<file path="src/rtl/dds_spi_cmd_master_pkg.sv">
// DDS SPI command framing constants and helpers.
// Shared with the DDS receiving side.
package dds_spi_pkg;

  localparam logic [7:0] CMD_FREQ = 8'h01;
  localparam logic [7:0] CMD_ENV  = 8'h02;

  localparam logic [1:0] FREQ_FRAME_BYTES = 2'd3;
  localparam logic [1:0] ENV_FRAME_BYTES  = 2'd2;

  typedef enum logic [2:0] {
    IDLE,
    SETUP,
    SHIFT,
    HOLD,
    GAP
  } state_e;

  function automatic int cnt_width(
    input int a,
    input int b,
    input int c,
    input int d
  );
    int m;
    m = a;
    if (b > m) m = b;
    if (c > m) m = c;
    if (d > m) m = d;
    return $clog2(m) + 1;
  endfunction

  // Byte 0 is always the command id; FREQ sends the high byte before the low.
  function automatic logic [7:0] frame_byte(
    input logic [7:0]  id,
    input logic [15:0] data,
    input logic [1:0]  idx
  );
    logic [7:0] b;
    b = data[7:0];
    if (idx == 2'd0) b = id;
    else if (idx == 2'd1 && id == CMD_FREQ) b = data[15:8];
    return b;
  endfunction

endpackage

</file>
<file path="src/rtl/dds_spi_cmd_master_if.sv">
// Host command handshake bundle for the DDS SPI master.
// Host drives valid/id/data; the master returns ready/busy/error.
interface dds_spi_cmd_master_if;

  logic        cmd_valid;
  logic        cmd_ready;
  logic [7:0]  cmd_id;
  logic [15:0] cmd_data;
  logic        busy;
  logic        err_bad_cmd;

  modport master (
    output cmd_valid,
    output cmd_id,
    output cmd_data,
    input  cmd_ready,
    input  busy,
    input  err_bad_cmd
  );

  modport slave (
    input  cmd_valid,
    input  cmd_id,
    input  cmd_data,
    output cmd_ready,
    output busy,
    output err_bad_cmd
  );

endinterface

</file>
<file path="src/rtl/dds_spi_cmd_master_shift.sv">
// SPI mode-0 byte shifter: sclk divider, MSB-first TX, MISO RX.
// byte_end flags the falling edge that closes the 8th bit.
module dds_spi_cmd_master_shift
  import dds_spi_pkg::*;
#(
  parameter int CLK_DIV = 4
) (
  input  logic       clk,
  input  logic       nreset,
  input  logic       en,
  input  logic       load,
  input  logic [7:0] load_byte,
  input  logic       miso,
  output logic       sclk,
  output logic       mosi,
  output logic       byte_end,
  output logic [7:0] rx_byte,
  output logic       rx_valid
);

  localparam int DW = cnt_width(CLK_DIV, 1, 1, 1);

  logic [DW-1:0] div_q, div_d;
  logic          sclk_q, sclk_d;
  logic          mosi_q, mosi_d;
  logic [7:0]    tx_q, tx_d;
  logic [7:0]    rx_sr_q, rx_sr_d;
  logic [2:0]    bit_q, bit_d;
  logic [7:0]    rx_byte_q, rx_byte_d;
  logic          rx_valid_q, rx_valid_d;

  always_comb begin
    div_d      = div_q;
    sclk_d     = sclk_q;
    mosi_d     = mosi_q;
    tx_d       = tx_q;
    rx_sr_d    = rx_sr_q;
    bit_d      = bit_q;
    rx_byte_d  = rx_byte_q;
    rx_valid_d = 1'b0;
    byte_end   = 1'b0;
    if (en) begin
      if (div_q == DW'(CLK_DIV - 1)) begin
        div_d = '0;
        if (!sclk_q) begin
          sclk_d  = 1'b1;
          rx_sr_d = {rx_sr_q[6:0], miso};
          if (bit_q == 3'd7) begin
            rx_byte_d  = {rx_sr_q[6:0], miso};
            rx_valid_d = 1'b1;
          end
        end else begin
          sclk_d   = 1'b0;
          bit_d    = bit_q + 3'd1;
          byte_end = (bit_q == 3'd7);
          mosi_d   = tx_q[7];
          tx_d     = {tx_q[6:0], 1'b0};
        end
      end else begin
        div_d = div_q + DW'(1);
      end
    end
    // A load on the closing edge presents the next byte's MSB at once.
    if (load) begin
      mosi_d = load_byte[7];
      tx_d   = {load_byte[6:0], 1'b0};
      bit_d  = '0;
      div_d  = '0;
    end
  end

  always_ff @(posedge clk or negedge nreset) begin
    if (!nreset) begin
      div_q      <= '0;
      sclk_q     <= 1'b0;
      mosi_q     <= 1'b0;
      tx_q       <= '0;
      rx_sr_q    <= '0;
      bit_q      <= '0;
      rx_byte_q  <= '0;
      rx_valid_q <= 1'b0;
    end else begin
      div_q      <= div_d;
      sclk_q     <= sclk_d;
      mosi_q     <= mosi_d;
      tx_q       <= tx_d;
      rx_sr_q    <= rx_sr_d;
      bit_q      <= bit_d;
      rx_byte_q  <= rx_byte_d;
      rx_valid_q <= rx_valid_d;
    end
  end

  assign sclk     = sclk_q;
  assign mosi     = mosi_q;
  assign rx_byte  = rx_byte_q;
  assign rx_valid = rx_valid_q;

endmodule

</file>
<file path="src/rtl/dds_spi_cmd_master.sv">
// SPI master framing FREQ/ENV commands to the wavetable DDS slave.
// FSM: IDLE -> SETUP -> SHIFT -> HOLD -> GAP -> IDLE.
module dds_spi_cmd_master
  import dds_spi_pkg::*;
#(
  parameter int CLK_DIV     = 4,
  parameter int CS_SETUP    = 2,
  parameter int CS_HOLD     = 2,
  parameter int INTER_FRAME = 8
) (
  input  logic                 clk,
  input  logic                 nreset,
  dds_spi_cmd_master_if.slave  cmd,
  output logic                 spi_sclk,
  output logic                 spi_mosi,
  output logic                 spi_nss,
  input  logic                 spi_miso,
  output logic [7:0]           rx_byte,
  output logic                 rx_valid
);

  localparam int CW = cnt_width(
    CLK_DIV, CS_SETUP, CS_HOLD, INTER_FRAME);

  state_e        state_q, state_d;
  logic [CW-1:0] cnt_q, cnt_d;
  logic [1:0]    byte_q, byte_d;
  logic [1:0]    nbytes_q, nbytes_d;
  logic [7:0]    id_q, id_d;
  logic [15:0]   data_q, data_d;
  logic          nss_q, nss_d;
  logic          err_q, err_d;

  logic       load;
  logic [7:0] load_byte;
  logic       byte_end;
  logic       id_ok;

  assign id_ok = (cmd.cmd_id == CMD_FREQ)
              || (cmd.cmd_id == CMD_ENV);

  always_comb begin
    state_d   = state_q;
    cnt_d     = cnt_q;
    byte_d    = byte_q;
    nbytes_d  = nbytes_q;
    id_d      = id_q;
    data_d    = data_q;
    nss_d     = nss_q;
    err_d     = 1'b0;
    load      = 1'b0;
    load_byte = frame_byte(id_q, data_q, byte_q + 2'd1);
    unique case (state_q)
      IDLE: begin
        nss_d = 1'b1;
        if (cmd.cmd_valid && id_ok) begin
          state_d   = SETUP;
          nss_d     = 1'b0;
          cnt_d     = '0;
          byte_d    = '0;
          id_d      = cmd.cmd_id;
          data_d    = cmd.cmd_data;
          nbytes_d  = (cmd.cmd_id == CMD_FREQ)
                    ? FREQ_FRAME_BYTES : ENV_FRAME_BYTES;
          load      = 1'b1;
          load_byte = cmd.cmd_id;
        end else if (cmd.cmd_valid) begin
          err_d = 1'b1;
        end
      end
      SETUP: begin
        if (cnt_q == CW'(CS_SETUP - 1)) begin
          state_d = SHIFT;
          cnt_d   = '0;
        end else begin
          cnt_d = cnt_q + CW'(1);
        end
      end
      SHIFT: begin
        if (byte_end) begin
          if (byte_q == nbytes_q - 2'd1) begin
            state_d = HOLD;
            cnt_d   = '0;
          end else begin
            byte_d = byte_q + 2'd1;
            load   = 1'b1;
          end
        end
      end
      HOLD: begin
        if (cnt_q == CW'(CS_HOLD - 1)) begin
          state_d = GAP;
          nss_d   = 1'b1;
          cnt_d   = '0;
        end else begin
          cnt_d = cnt_q + CW'(1);
        end
      end
      GAP: begin
        if (cnt_q == CW'(INTER_FRAME - 1)) begin
          state_d = IDLE;
          cnt_d   = '0;
        end else begin
          cnt_d = cnt_q + CW'(1);
        end
      end
      default: state_d = IDLE;
    endcase
  end

  always_ff @(posedge clk or negedge nreset) begin
    if (!nreset) begin
      state_q  <= IDLE;
      cnt_q    <= '0;
      byte_q   <= '0;
      nbytes_q <= '0;
      id_q     <= '0;
      data_q   <= '0;
      nss_q    <= 1'b1;
      err_q    <= 1'b0;
    end else begin
      state_q  <= state_d;
      cnt_q    <= cnt_d;
      byte_q   <= byte_d;
      nbytes_q <= nbytes_d;
      id_q     <= id_d;
      data_q   <= data_d;
      nss_q    <= nss_d;
      err_q    <= err_d;
    end
  end

  dds_spi_cmd_master_shift #(
    .CLK_DIV (CLK_DIV)
  ) u_shift (
    .clk       (clk),
    .nreset    (nreset),
    .en        (state_q == SHIFT),
    .load      (load),
    .load_byte (load_byte),
    .miso      (spi_miso),
    .sclk      (spi_sclk),
    .mosi      (spi_mosi),
    .byte_end  (byte_end),
    .rx_byte   (rx_byte),
    .rx_valid  (rx_valid)
  );

  assign spi_nss         = nss_q;
  assign cmd.cmd_ready   = (state_q == IDLE);
  assign cmd.busy        = (state_q != IDLE);
  assign cmd.err_bad_cmd = err_q;

endmodule

</file>
<file path="src/flat_wrapper.sv">
// flat-port wrapper written by rule: the top's interface ports become plain ports
module dds_spi_cmd_master_flat import dds_spi_pkg::*;
#(
  parameter int CLK_DIV     = 4,
  parameter int CS_SETUP    = 2,
  parameter int CS_HOLD     = 2,
  parameter int INTER_FRAME = 8
)
  (clk, nreset, spi_sclk, spi_mosi, spi_nss, spi_miso, rx_byte, rx_valid, cmd_cmd_valid, cmd_cmd_id, cmd_cmd_data, cmd_cmd_ready, cmd_busy, cmd_err_bad_cmd);
  dds_spi_cmd_master_if cmd_i ();
  input  logic clk;
  input  logic nreset;
  output logic spi_sclk;
  output logic spi_mosi;
  output logic spi_nss;
  input  logic spi_miso;
  output logic [7:0] rx_byte;
  output logic rx_valid;
  input wire logic [$bits(cmd_i.cmd_valid)-1:0] cmd_cmd_valid;
  input wire logic [$bits(cmd_i.cmd_id)-1:0] cmd_cmd_id;
  input wire logic [$bits(cmd_i.cmd_data)-1:0] cmd_cmd_data;
  output wire logic [$bits(cmd_i.cmd_ready)-1:0] cmd_cmd_ready;
  output wire logic [$bits(cmd_i.busy)-1:0] cmd_busy;
  output wire logic [$bits(cmd_i.err_bad_cmd)-1:0] cmd_err_bad_cmd;
  assign cmd_i.cmd_valid = cmd_cmd_valid;
  assign cmd_i.cmd_id = cmd_cmd_id;
  assign cmd_i.cmd_data = cmd_cmd_data;
  assign cmd_cmd_ready = cmd_i.cmd_ready;
  assign cmd_busy = cmd_i.busy;
  assign cmd_err_bad_cmd = cmd_i.err_bad_cmd;
  dds_spi_cmd_master #(.CLK_DIV(CLK_DIV), .CS_SETUP(CS_SETUP), .CS_HOLD(CS_HOLD), .INTER_FRAME(INTER_FRAME)) u_core (.clk(clk), .nreset(nreset), .cmd(cmd_i), .spi_sclk(spi_sclk), .spi_mosi(spi_mosi), .spi_nss(spi_nss), .spi_miso(spi_miso), .rx_byte(rx_byte), .rx_valid(rx_valid));
endmodule
</file>
<file path="config.mk">
export PLATFORM = sky130hd
export DESIGN_NAME = dds_spi_cmd_master_flat
export DESIGN_NICKNAME = d
export VERILOG_FILES = /design/src/rtl/dds_spi_cmd_master_pkg.sv /design/src/rtl/dds_spi_cmd_master_if.sv /design/src/rtl/dds_spi_cmd_master_shift.sv /design/src/rtl/dds_spi_cmd_master.sv /design/src/flat_wrapper.sv
export SDC_FILE = /design/constraint.sdc
export NUM_CORES = 1
export LEC_CHECK = 0
export ABC_AREA = 1
export CAP_MARGIN = 20
export CORE_MARGIN = 2
export CORE_UTILIZATION = 50
export DETAILED_ROUTE_END_ITERATION = 8
export PLACE_DENSITY = 0.86
export SLEW_MARGIN = 20
export SYNTH_ARGS = -nofsm -noshare
export SYNTH_HDL_FRONTEND = slang
export SYNTH_HIERARCHICAL = 1
export SYNTH_SLANG_ARGS = --single-unit
</file>
<file path="constraint.sdc">
create_clock -name clk -period 2 [get_ports clk]
set_clock_uncertainty 0.05 [all_clocks]
set_input_delay 0.4 -clock clk [delete_from_list [all_inputs] [get_ports clk]]
set_output_delay 0.4 -clock clk [all_outputs]
set_load 0.02 [all_outputs]
</file>
==> qor.yml <==
async_reset_ff_share_pct: 100
path_depth: 1
fin_crit_ns: 1.92
r2r_cells: 12
rsz0062_at_grt: "false"
worstPathCellList: "clkdlybuf4s50_1"
fin_util_pct: 62.6
critPathMaxFanout: 6
antenna_cells: 0
final_antenna_net_count: 0
htreeDepth: 3
max_freq_ghz: 0.520
place_area_sq_um: 3990
die_area_sq_um: 7480
vias: 2977
clock_latency_ns: 0.34
synth_edf_count: 0
start_kind: "register"
fill_cells: 556
path_buf_inv: 1
firstDrtPassIters: 5
num_rows: 30
antenna_found_initial: 0
status: "finished clean"
drive_above_1_share_pct: 12.6
multi_input_area_sq_um: 1440
cp_slowest_cell: "clkdlybuf4s50_1"
worst_hold_path_type: "in2async"
grt_max_degree: 69
clk_pin_slew_ns: 0.07
start_util_pct: 51.0
r2r_end: "u_core/u_shift/tx_q[3]$_DFFE_PN0P_"
dp_hpwl_um: 5080
postCtsSetupBuffers: 0
io-pin-count: 43
drt_iter0_markers: 249
ys_seq_area_share_pct: 50.0
die_h_um: 86.5
viasPerCell: 5.20
post-route-period-util_pct: 96.2
yosysWarnings: 6
p_leak_nw: 2.17
fin_ws_ns: 0.0751
crit_path_end: "spi_sclk"
ys_ff_latch: 68
area_delta_synth_final_pct: 22.9
vdd_drop_max_mv: 0.426
tightestPinTransition_ns: 0.351
grt_pass1_vias: 2833
port_buffers: 42
die_width_um: 86.5
hold_viol: 0
cts_root_buffer: "clkbuf_8"
syn_area_per_cell_sq_um: 7.97
synth_fp_nets: 462
rrSetupSlack_ns: 0.16
numCtsBuffers: 9
relSlewSlack_pct: 76.4
end_kind: "output port"
grt_overflow_total: 0
clock-sinks: 68
cp.required_ns: 1.55
powerDensity_nw_per_um2: 626
syn_area_sq_um: 3400
crit_family: "buffers and inverters"
gp_congestion: 0.847
cp_data_arrival_time_ns: 1.47
seqCellArea_sq_um: 1700
r2r_start: "u_core/state_q[1]$_DFFE_PN0P_"
fin_area_sq_um: 4180
syn_inst: 427
slowest_delay_ns: 0.66
path_class: "reg2out"
drv_cap: 0
tns_ns: 0
core-area_sq_um: 6680
grtUsageTotal_pct: 20.6
startpoint: "u_core/u_shift/sclk$_DFFE_PN0P_"
pre_cts_slack_ns: -0.115
wl_um: 7100
clk_path_buf_depth: 2
wl_per_cell_um: 12.4
final_nets: 522
finalSetupViolCount: 0
whs_ns: 0.0101
ys.flop_type: "dfrtp_1"
drc: 0
drv_slew: 0
grt_pass1_wl_um: 12300
synthDistinctLibCells: 34
cts_tree: "done"
[sequential cells by signal (all words and copies together), names as in the netlist, 2 cells and up]
signal                  flops
u_core/u_shift/rx_byte      8
u_core/u_shift/bit_q        3
u_core/u_shift/rx_sr_q      7
u_core/id_q                 8
u_core/u_shift/tx_q         7
u_core/byte_q               2
u_core/nbytes_q             2
u_core/cnt_q                4
u_core/state_q              3
u_core/data_q              16
u_core/u_shift/div_q        3
[cell usage in the layout, fill, tap and decap left out, drive strengths merged, types with 2 or more instances in the layout]
master / synthesis / final
clkinvlp: 0 / 2
inv: 42 / 42
o21ai: 12 / 12
nand4: 20 / 20
nor3: 4 / 4
ha: 7 / 7
buf: 11 / 20
xor2: 2 / 2
nand3: 35 / 35
nand2: 181 / 181
clkbuf: 1 / 11
or2: 4 / 4
clkinv: 1 / 4
dfrtp: 67 / 67
nor2: 28 / 28
a21oi: 8 / 8
clkdlybuf4s50: 0 / 39
[cell usage after synthesis (all sizes together), types with 2 or more instances]
cell type  number  area, sq um
nand3          35          188
or2             4         25.0
xor2            2         17.5
inv            42          160
nor3            4         30.0
o21ai          12         63.8
dfrtp          67         1680
nand4          20          131
ha              7         87.6
nor2           28          129
nand2         181          694
a21oi           8         40.0
buf            11          104
[power breakdown]
group	total [mW]	switching [mW]	leakage, nW	internal, mW
clock network	1.13	0.525	0.0983	0.607
registers	1.39	0.00611	0.840	1.38
logic	0.101	0.0425	1.24	0.0583
total	2.62	0.574	2.17	2.05
[cell type report]
class | count | area share, %
timing repair buffer | 61 | 13.8
sequential | 68 | 40.7
clock buffer | 10 | 3.29
tap | 80 | 2.39
clock inverter | 6 | 1.53
multi-input combinational | 304 | 34.4
inverter | 43 | 3.92
[cells by family after synthesis]
family          synth area share, %
xor+xnor                      0.515
buf+inv                        7.97
fa+ha+maj                      2.57
compound gates                 3.49
flops                          50.0
simple gates                   35.4
[what timing repair did]
item,CTS,global route
endpoints found under the hold margin,0,0
resized for setup,2,3
setup endpoints to repair,2,2
pin swaps,0,0
hold buffers,0,0
[worst min path at each step]
stage,from,to,slack [ns],cells past startpoint
after CTS,nreset,u_core/data_q[4]$_DFFE_PN0P_,0.03,2
after floorplan,nreset,u_core/byte_q[0]$_DFFE_PN0P_,0.05,0
final,nreset,u_core/data_q[9]$_DFFE_PN0P_,0.01,2
after global routing,nreset,u_core/data_q[4]$_DFFE_PN0P_,0.04,2
after global placement,nreset,u_core/data_q[11]$_DFFE_PN0P_,0.39,2
after detailed placement,nreset,u_core/data_q[4]$_DFFE_PN0P_,0.40,2
[per-layer routing]
layer	vias to the layer above	global-route usage [%]	routed length (um)
met5	-	0	0
li1	1467	-	-
met4	0	8.95	145
met2	90	35.2	3550
met1	1405	25.6	3090
met3	15	3.81	308
[per-stage QoR]
stage / total power [mW] / instances
5_1_grt: 2.71 / 572
3_5_place_dp: 1.52 / 556
2_1_floorplan: 1.43 / 427
4_1_cts: 2.64 / 572
6_report: 2.62 / 572
3_3_place_gp: 1.52 / 556
Power figures use the tool's default switching activity.
==> edit 1: new RTL, same flow settings <==
`CLK_DIV` is set to 4 in 3 places; all go to 5.
--- a/src/rtl/dds_spi_cmd_master_shift.sv
+++ b/src/rtl/dds_spi_cmd_master_shift.sv
@@ -3,7 +3,7 @@
 module dds_spi_cmd_master_shift
   import dds_spi_pkg::*;
 #(
-  parameter int CLK_DIV = 4
+  parameter int CLK_DIV = 5
 ) (
   input  logic       clk,
   input  logic       nreset,
--- a/src/rtl/dds_spi_cmd_master.sv
+++ b/src/rtl/dds_spi_cmd_master.sv
@@ -3,7 +3,7 @@
 module dds_spi_cmd_master
   import dds_spi_pkg::*;
 #(
-  parameter int CLK_DIV     = 4,
+  parameter int CLK_DIV     = 5,
   parameter int CS_SETUP    = 2,
   parameter int CS_HOLD     = 2,
   parameter int INTER_FRAME = 8
--- a/src/flat_wrapper.sv
+++ b/src/flat_wrapper.sv
@@ -1,7 +1,7 @@
 // flat-port wrapper written by rule: the top's interface ports become plain ports
 module dds_spi_cmd_master_flat import dds_spi_pkg::*;
 #(
-  parameter int CLK_DIV     = 4,
+  parameter int CLK_DIV     = 5,
   parameter int CS_SETUP    = 2,
   parameter int CS_HOLD     = 2,
   parameter int INTER_FRAME = 8
Formal check against the unedited RTL: not equivalent (Yosys sat finds a counterexample within 10 cycles, from zero or initial values and one cycle with nreset low).
==> edit 1 against the original RTL <==
  * Hold slack better by 0.42 ns
  * Global-route usage increased by 0.87 points
  * Largest cell class unchanged
  * Highest routed layer unchanged
  * Worst setup slack got worse by 0.082 ns
  * Wire length is 11% higher
  * Die area up 2.7%
  * Area after synthesis rose by 2.9%
  * Synthesized cell count increased by 4.2%
  * Sequential cell count up 1
  * Design area up 5.8%
  * Total power fell by 4.8%
  * The flow now finishes with violations (setup timing)
==> edit 1: results <==
export IMPL_status="finished, violations left"
export IMPL_failed_checks="setup timing"
export IMPL_synth_area_leaders="dfrtp_1 49%, nand2_1 19%, inv_1 4.6%"
export IMPL_placedCellCount=596
export IMPL_finalSetupViolCount=1
export IMPL_p_switching_uw=564.5
export IMPL_placed_area_sq_mm=0.004167
export IMPL_io_buffers=42
export IMPL_power_leakage_nw=2.335
export IMPL_timing_setup_tns_ns=-0.007083
export IMPL_slowest_stage="dfrtp_1"
export IMPL_largest_reg_flops=16
export IMPL_finalWirelength_microns=7861
export IMPL_drtIter0Drc=283
export IMPL_gp_congestion=0.8415
export IMPL_firstDrtPassIters=6
export IMPL_grt_max_degree=52
export IMPL_startpoint="u_core/u_shift/div_q[0]$_DFFE_PN0P_"
export IMPL_antenna_cells=0
export IMPL_critPathMaxStageDelay_ns=0.39
export IMPL_grt_pass1_wl_microns=12880
export IMPL_synth_cells=445
export IMPL_grt_pass1_vias=2979
export IMPL_min_from="u_core/u_shift/rx_byte[0]$_DFFE_PN0P_"
export IMPL_setup_ws_ns=-0.007083
export IMPL_hpwl_microns=5342
export IMPL_instances_no_fill=616
export IMPL_top_register="u_core/data_q"
export IMPL_path_clk_slew_ns=0.07
export IMPL_min_path_type="reg2reg"
export IMPL_syn_nets=481
export IMPL_grt_use_total=0.2147
export IMPL_ys_seq_area_frac=0.4934
export IMPL_synth_cell_type_count=32
export IMPL_reg2reg_depth=14
export IMPL_drive_above_1_share=0.1500
export IMPL_fin_nets=552
export IMPL_synth_common_cells="180 x nand2_1, 68 x dfrtp_1, 43 x inv_1, 30 x nand3_1, 27 x nor2_1"
export IMPL_post_place_ws_ns=-0.1939
export IMPL_antenna_found_initial=0
export IMPL_insertion_delay_ns=0.35
export IMPL_fillCellCount=547
export IMPL_vdd_ir_drop_max_v=0.0003537
export IMPL_cp_arrival_ns=2.20
export IMPL_via_count=3138
export IMPL_slew_headroom=0.7079
export IMPL_path_max_fanout=8
-- edit 1: changes by cell type after synthesis, moves of 2 or more --
cell | before | now
o21ai_0 | 10 | 8
nand3_2 | 0 | 3
nand2_1 | 177 | 180
a21oi_1 | 8 | 11
buf_6 | 5 | 7
o21ai_2 | 1 | 3
nor2_1 | 24 | 27
o21ai_1 | 1 | 4
nand3_1 | 34 | 30
inv_1 | 37 | 43
-- edit 1: timing repair --
item / 4_1_cts / 5_1_grt
hold buffers: 1 / 0
pin swaps: 0 / 3
hold endpoints to repair: 18 / 0
gates cloned: 0 / 1
setup endpoints to repair: 2 / 11
resized for setup: 2 / 12
buffers inserted: 0 / 3
-- edit 1: metal layers --
metal / GRT usage / share of wire
met1: 0.2667 / 0.43
met2: 0.3643 / 0.50
met3: 0.05561 / 0.053
met4: 0.07413 / 0.015
met5: 0 / 0
-- edit 1: cells by family (layout without fill, tap and decap cells) --
group                    count (synthesis)  in the layout  share of synthesized area
flip-flops                              69             69                     0.4934
buffers and inverters                   61            136                    0.08396
AND/OR/NAND/NOR                        277            277                     0.3444
adder cells (fa/ha/maj)                  8              8                    0.02858
XOR/XNOR                                 2              2                   0.005003
AO/OA/AOI/OAI                           28             28                    0.04466
-- edit 1: area by class of cell --
class / count / area, sq um / share of cell area
clock inverter: 4 / 25.02 / 0.005653
multi-input combinational: 315 / 1519 / 0.3431
timing repair buffer: 72 / 701.9 / 0.1586
tap: 96 / 120.1 / 0.02713
clock buffer: 11 / 141.4 / 0.03194
inverter: 49 / 188.9 / 0.04268
sequential: 69 / 1730 / 0.3909
-- edit 1: power by group through the flow --
stage	clock, mW	sequential (mW)	combinational [mW]
finish	0.988	1.41	0.102
global placement	0	1.43	0.101
detailed placement	0	1.43	0.102
floorplan	0	1.43	0.0132
CTS	1.01	1.41	0.104
global route	1.07	1.41	0.116
-- edit 1: path summary, 6_finish.rpt --
kind                                                          to  slack (ns)
setup / recovery              u_core/u_shift/tx_q[3]$_DFFE_PN0P_      -0.007
hold / removal             u_core/u_shift/rx_byte[0]$_DFFE_PN0P_        0.43
setup reg to reg              u_core/u_shift/tx_q[3]$_DFFE_PN0P_      -0.007
hold reg to reg            u_core/u_shift/rx_byte[0]$_DFFE_PN0P_        0.43
max in group asynchronous             u_core/spi_nss$_DFFE_PN1P_        0.73
min in group asynchronous           u_core/data_q[4]$_DFFE_PN0P_        0.49
-- edit 1: critical path: cells and delay by family, from the launching register on --
family / cells / cell delay, ns
AOI/OAI and AO/OA: 1 / 0.23
buffers and inverters: 4 / 0.37
adders and majority gates: 1 / 0.15
and+or+nand+nor: 8 / 0.72
DFF: 1 / 0.39
==> edit 2: new RTL, same flow settings <==
Made on the original files. Encoding of `state_e`: now one-hot (5 bits for 5 states).
--- a/src/rtl/dds_spi_cmd_master_pkg.sv
+++ b/src/rtl/dds_spi_cmd_master_pkg.sv
@@ -8,12 +8,12 @@
   localparam logic [1:0] FREQ_FRAME_BYTES = 2'd3;
   localparam logic [1:0] ENV_FRAME_BYTES  = 2'd2;
 
-  typedef enum logic [2:0] {
-    IDLE,
-    SETUP,
-    SHIFT,
-    HOLD,
-    GAP
+  typedef enum logic [4:0] {
+    IDLE  = 5'b00001,
+    SETUP = 5'b00010,
+    SHIFT = 5'b00100,
+    HOLD  = 5'b01000,
+    GAP   = 5'b10000
   } state_e;
 
   function automatic int cnt_width(
Check against the original RTL: same outputs for any inputs over 10 cycles, from zero or initial values and one cycle with nreset low; not proved beyond that.
==> edit 2 against the original RTL <==
  * Cell count is 9.1% higher
  * Worst setup slack hardly changed
  * Sequential share of layout area decreased by 1.5 points
  * Maximum frequency barely moved
  * Sequential cell count up 2
  * Design area increased by 7.0%
  * Count of clock-buffer cells in the layout is 2 higher
  * Via count grew 4.7%
  * Wire length increased by 5.1%
  * First-iteration DRC count fell by 35%
  * Register-to-register slack worse by 0.02 ns
  * Highest routed layer unchanged
  * Critical endpoint unchanged
  * Hold slack improved by 0.41 ns
  * Area after synthesis increased by 4.9%
Power is not compared: it rests on default switching activity, and its combinational part moved more than twofold at a synthesized area within 25%.
==> edit 2: results <==
export IMPL_status="complete, no violations"
export IMPL_firstDrtPassIters=4
export IMPL_grt_use_total=0.2146
export IMPL_grt_overflow=0
export IMPL_p_switching_mw=1.462
export IMPL_synth_seq_cells=70
export IMPL_synth_area_leaders="dfrtp_1 48%, nand2_1 20%, nand3_1 5.9%"
export IMPL_cts_made_buffers=9
export IMPL_grt_pass1_vias=2990
export IMPL_synth_common_cells="194 x nand2_1, 68 x dfrtp_1, 42 x inv_1, 42 x nand3_1, 31 x nor2_1"
export IMPL_grt_pass1_wl_microns=13050
export IMPL_post_place_ws_ns=-0.1779
export IMPL_placed_area_sq_mm=0.004227
export IMPL_ys_seq_area_frac=0.4914
export IMPL_fin_nets=558
export IMPL_postCtsResizedCells=3
export IMPL_wl_per_cell_microns=11.95
export IMPL_finalWirelength_microns=7457
export IMPL_drive_above_1_share=0.1288
export IMPL_min_path_type="reg2reg"
export IMPL_largest_reg_flops=16
export IMPL_syn_nets=491
export IMPL_hpwl_microns=5302
export IMPL_slew_headroom=0.6331
export IMPL_drtIter0Drc=163
export IMPL_via_count=3117
export IMPL_synth_cell_type_count=32
export IMPL_synth_edf_count=0
export IMPL_cp_top_family="buffers and inverters"
export IMPL_path_clk_slew_ns=0.07
export IMPL_cts_hold_buf=1
-- edit 2: per-layer routing --
layer,routed length (microns),GRT usage,up-vias
li1,-,-,1568
met1,3356,0.2687,1447
met2,3565,0.3595,87
met3,381,0.04104,15
met4,154,0.1006,0
met5,0,0,-
-- edit 2: logic make-up after synthesis --
kind of cell               Yosys count  share of synthesized area
DFF                                 70                     0.4914
AOI/OAI and AO/OA                   19                    0.03190
and+or+nand+nor                    301                     0.3712
buffers and inverters               58                    0.07851
xor gates and xnor gates             1                   0.002454
adders and majority gates            7                    0.02453
-- edit 2: worst paths after layout --
| path | to | cells after the start | from | slack [ns] |
|---|---|---|---|---|
| worst max register to register | u_core/u_shift/tx_q[6]$_DFFE_PN0P_ | 13 | u_core/state_q[4]$_DFFE_PN0P_ | 0.14 |
| min in group asynchronous | u_core/data_q[14]$_DFFE_PN0P_ | 2 | nreset | 0.54 |
| worst min-delay path | u_core/u_shift/rx_byte[3]$_DFFE_PN0P_ | 2 | u_core/u_shift/rx_byte[3]$_DFFE_PN0P_ | 0.42 |
| worst max-delay path | spi_sclk | 1 | u_core/u_shift/sclk$_DFFE_PN0P_ | 0.07 |
| max in group asynchronous | u_core/byte_q[1]$_DFFE_PN0P_ | 3 | nreset | 0.72 |
| worst min register to register | u_core/u_shift/rx_byte[3]$_DFFE_PN0P_ | 2 | u_core/u_shift/rx_byte[3]$_DFFE_PN0P_ | 0.42 |
-- edit 2: area by class of cell --
| type | instances | area [sq um] |
|---|---|---|
| fill | 575 | 2391 |
| sequential | 70 | 1755 |
| multi-input combinational | 328 | 1584 |
| timing repair buffer | 68 | 636.9 |
| inverter | 46 | 181.4 |
| clock buffer | 12 | 155.1 |
| tap | 96 | 120.1 |
| clock inverter | 4 | 45.04 |
